===== config.mk =====
export PLATFORM = sky130hd
export DESIGN_NAME = mem_arbiter
export DESIGN_NICKNAME = d
export VERILOG_FILES = /design/src/rtl/mem_arbiter.sv
export SDC_FILE = /design/constraint.sdc
export NUM_CORES = 1
export LEC_CHECK = 0
export CORE_AREA = 5 5 336 338
export DETAILED_ROUTE_END_ITERATION = 16
export DIE_AREA = 0 0 341 343
export GPL_TIMING_DRIVEN = 0
export PLACE_DENSITY = 0.3
export REMOVE_ABC_BUFFERS = 1
export SLEW_MARGIN = 0
export SYNTH_ARGS = -nofsm -noshare
export SYNTH_HDL_FRONTEND = slang
export SYNTH_SLANG_ARGS = --single-unit

===== constraint.sdc =====
create_clock -name clk -period 2.1 [get_ports clk]
set_input_delay 0.315 -clock clk [delete_from_list [all_inputs] [get_ports clk]]
set_output_delay 0.315 -clock clk [all_outputs]
set_load 0.02 [all_outputs]

===== src/rtl/mem_arbiter.sv =====
// Two-master (I-cache, D-cache) to one memory port arbiter with turnaround.
// Define MEM_ARB_RR_EN for round-robin tie-break instead of D-over-I priority.
module mem_arbiter #(
  parameter int ADDR_W = 28,
  parameter int DATA_W = 128
) (
  input  logic              clk,
  input  logic              proc_reset_n,
  input  logic              i_mem_read,
  input  logic              i_mem_write,
  input  logic [ADDR_W-1:0] i_mem_addr,
  input  logic [DATA_W-1:0] i_mem_wdata,
  output logic [DATA_W-1:0] i_mem_rdata,
  output logic              i_mem_ready,
  input  logic              d_mem_read,
  input  logic              d_mem_write,
  input  logic [ADDR_W-1:0] d_mem_addr,
  input  logic [DATA_W-1:0] d_mem_wdata,
  output logic [DATA_W-1:0] d_mem_rdata,
  output logic              d_mem_ready,
  output logic              mem_read,
  output logic              mem_write,
  output logic [ADDR_W-1:0] mem_addr,
  output logic [DATA_W-1:0] mem_wdata,
  input  logic [DATA_W-1:0] mem_rdata,
  input  logic              mem_ready,
  output logic [1:0]        grant
);

  typedef enum logic [1:0] {
    IDLE  = 2'd0,
    GNT_I = 2'd1,
    GNT_D = 2'd2,
    TURN  = 2'd3
  } state_t;

  state_t state_q, state_d;
  logic   req_i, req_d, pick_d;

  assign req_i = i_mem_read | i_mem_write;
  assign req_d = d_mem_read | d_mem_write;

  assign i_mem_rdata = mem_rdata;
  assign d_mem_rdata = mem_rdata;

`ifdef MEM_ARB_RR_EN
  logic last_d_q, last_d_d;

  // On a tie, the master that did not win last time goes first
  assign pick_d = req_d & (~req_i | ~last_d_q);

  always_comb begin
    last_d_d = last_d_q;
    if (state_q == IDLE) begin
      if (state_d == GNT_D) last_d_d = 1'b1;
      else if (state_d == GNT_I) last_d_d = 1'b0;
    end
  end

  always_ff @(posedge clk) begin
    if (!proc_reset_n) last_d_q <= 1'b0;
    else               last_d_q <= last_d_d;
  end
`else
  assign pick_d = req_d;
`endif

  always_ff @(posedge clk) begin
    if (!proc_reset_n) state_q <= IDLE;
    else               state_q <= state_d;
  end

  always_comb begin
    state_d = state_q;
    unique case (state_q)
      IDLE: begin
        if (pick_d)     state_d = GNT_D;
        else if (req_i) state_d = GNT_I;
      end
      GNT_I: begin
        if (mem_ready)   state_d = TURN;
        else if (!req_i) state_d = IDLE;
      end
      GNT_D: begin
        if (mem_ready)   state_d = TURN;
        else if (!req_d) state_d = IDLE;
      end
      TURN:    state_d = IDLE;
      default: state_d = IDLE;
    endcase
  end

  always_comb begin
    mem_read    = 1'b0;
    mem_write   = 1'b0;
    mem_addr    = '0;
    mem_wdata   = '0;
    i_mem_ready = 1'b0;
    d_mem_ready = 1'b0;
    grant       = 2'b00;
    unique case (state_q)
      GNT_I: begin
        mem_read    = i_mem_read;
        mem_write   = i_mem_write;
        mem_addr    = i_mem_addr;
        mem_wdata   = i_mem_wdata;
        // A ready arriving in the reset cycle is dropped with the grant
        i_mem_ready = mem_ready & proc_reset_n;
        grant       = 2'b01;
      end
      GNT_D: begin
        mem_read    = d_mem_read;
        mem_write   = d_mem_write;
        mem_addr    = d_mem_addr;
        mem_wdata   = d_mem_wdata;
        d_mem_ready = mem_ready & proc_reset_n;
        grant       = 2'b10;
      end
      default: ;
    endcase
  end

endmodule


==> impl_metrics.ini <==
[floorplanning]
floorplan.die_area_um2 = 117000
design.core.area_um2 = 110000
floorplan.initialDensity = 0.0421
core.rowCount = 122
die-height_um = 343
fp.dieW_um = 341
boundaryPins = 865

[layout]
largest_registers = state_q (2)
nFillCells = 12700
post_route_cells_drive_above_1_share = 0.498
area_delta_synth_final_pct = 161
largest_reg_flops = 2
finalNetCount = 1397
largest-register = state_q
final_core_util = 0.110
finalNonFillerCells = 2371

[clock_tree]
clock_tree.htree_level_count = 1
clock_latency_ns = 0.22
clk_pin_slew_ns = 0.03
cts-buffers-inserted = 3
cts_tree = built
cts.sink_count = 2
cts.path.max_buffers = 2
ctsRootBufferMaster = sky130_fd_sc_hd__clkbuf_16

[pwr]
leakage_nw = 3.91
pwr_density_cell_nw_per_um2 = 610
peakVddDrop_uv = 348

[worst_setup_path]
worst-path-max-fanout = 7
setup.worst_path.end_class = output pin
slowest_delay_ns = 0.36
cpLargestDelayFamily = buffers and inverters
critPathRequiredTime_ns = 1.78
worst-setup-path-type = flip-flop to output pin
crit_path_start_kind = flip-flop
critPathBufInv = 6
cp_cell_sequence = inv_6 > ha_4 > buf_12 > buf_16 > buf_6 > buf_6 > a22oi_2 > nor2b_2 > buf_6
slowest_stage = sky130_fd_sc_hd__dfxtp_4
critical_path_s_most_frequent_cell = sky130_fd_sc_hd__buf_6
timing.critical_path.arrival_ns = 1.87

[yosys]
synth_top_cells_by_area = sky130_fd_sc_hd__buf_4, sky130_fd_sc_hd__a22oi_1, sky130_fd_sc_hd__nor2b_1
synthCells = 654
synthesis.area_um2 = 4620
synth_flop_cell = sky130_fd_sc_hd__dfxtp_1
portion_of_the_post_synthesis_area_used_by_sequential_elements = 0.00867
synth.ff_latch_count = 2
synth_cell_types = 19
ys_async_sr_fraction = 0
yosys.cell_count.top_type = sky130_fd_sc_hd__buf_4
synth-warning-count = 0
post-synth-top-area-fraction = 0.432
synth-edff-count = 0
netlist_top_cells_count = sky130_fd_sc_hd__buf_4, sky130_fd_sc_hd__a22oi_1, sky130_fd_sc_hd__nor2b_1
synth_area_per_cell_um2 = 7.06
synthDominantAreaCellType = sky130_fd_sc_hd__buf_4

[global_routing]
grt_pass1_vias = 7000
grt_antenna_before_repair = 11
global_route_wire_length_before_repair_um = 112000
grt_start_max_net_pins = 23
grt_usage = 0.155
total_congestion_overflow_after_global_routing = 0

[hold_path]
worstHoldPathType = flip-flop to flip-flop

[routing]
drt_pre_antenna_iters = 4
detail_route.iter0.violations = 264
totalWireLength_um = 100000
highest_layer = met5
route.antenna.remaining_nets = 0
vias_per_cell = 2.88
met3RoutedLength_um = 18500
met2RoutedLength_um = 35700
drt_drc_violations_left = 0
wl_met1_um = 43500
drt-wirelength-per-cell_um = 42.4
via_count = 6826

[timing]
final_clock_skew_ns = 0.0000644
min_tclk_post_route_ns = 2.18
setup_viol_count_final = 24
slew-limit-headroom = 0.737
post-route-period-util = 1.04
grt_setup_unrepaired = yes
final_critical_path_setup_slack_ns = -0.0806
timing_hold_violations_final = 0
tightestPinTransition_ns = 0.394
maxClockFrequency_mhz = 459
maxSlewViolCount = 0
final.hold.worst_slack_ns = 0.526

[run_status]
violated_checks = setup timing
status = complete, but fails checks

[placed_design]
numPortBuffers = 480
place_congestion = 0.810
place_inst = 2256
hpwlAfterDp_um = 70000

[run]
timing.max_cap.violations = 0
## final cells by class
type | count | area, um2 | area share
inverters | 3 | 21.3 | 0.00176
diodes | 3 | 7.51 | 0.000622
well taps | 1426 | 1780 | 0.148
flip-flops and latches | 2 | 47.5 | 0.00394
clock buffers | 3 | 75.1 | 0.00622
multi-input cells | 340 | 3320 | 0.275
repair buffers | 594 | 6820 | 0.565
## where the power goes
| part | internal, W | total [W] | leakage [nW] | switching [W] |
|---|---|---|---|---|
| clock network | 0.000242 | 0.000287 | 0.0370 | 0.0000446 |
| registers | 0.0000477 | 0.0000624 | 0.0178 | 0.0000148 |
| logic | 0.00361 | 0.00702 | 3.86 | 0.00341 |
## worst paths after layout
check,start,end,slack [ns],cells past startpoint
setup / recovery,state_q[0],mem_wdata[95],-0.08,9
hold / removal,state_q[1],state_q[1],0.53,2
setup reg to reg,state_q[1],state_q[0],0.15,11
hold reg to reg,state_q[1],state_q[1],0.53,2
## cells by family after synthesis
logic type,share of synthesized area
buffers and inverters,0.477
and+or+nand+nor,0.226
AOI/OAI and AO/OA,0.267
adders and majority gates,0.0163
muxes,0.00434
DFF,0.00867
## through the flow
step           setup slack, ns  setup TNS [ns]  total power (W)  instance area (um2)
2_1_floorplan            -2.31         -370.56          0.00167                 2430
3_3_place_gp             -6.24         -842.98          0.00361                 9010
3_5_place_dp             -1.44         -147.14          0.00390                 9180
4_1_cts                 -0.172           -2.18          0.00629                10700
5_1_grt                 -0.132           -3.54          0.00775                12100
6_report               -0.0806          -0.650          0.00737                12100
## layout by cell type, fill, tap and decap left out, drive strengths merged
cell type,count
nand2,5
mux2i,2
nor2b,158
dlygate4sd2,1
ha,6
and3,2
clkbuf,28
buf,248
clkdlybuf4s50,319
inv,3
o32ai,1
nand2b,1
or3b,1
nor2,2
clkdlybuf4s15,1
o21ai,3
diode,3
a31o,1
dfxtp,2
a22oi,158
## layer usage
metal | vias to the layer above | track usage
li1 | 2586 | -
met1 | 3253 | 0.196
met2 | 863 | 0.191
met3 | 100 | 0.138
met4 | 24 | 0.0199
met5 | - | 0.0531
## worst min-delay path, stage by stage, from the launching register on
cell	delay (ns)
sky130_fd_sc_hd__dfxtp_4	0.36
sky130_fd_sc_hd__nand2_1	0.06
sky130_fd_sc_hd__mux2i_1	0.05
## timing repair
action,in CTS,in global routing
endpoints found under the hold margin,0,0
gates resized for setup,945,276
setup endpoints to repair,163,140
gates cloned,24,22
setup buffers,40,26
pin swaps,19,27
hold buffers,0,0
(Power assumes the default switching activity.)
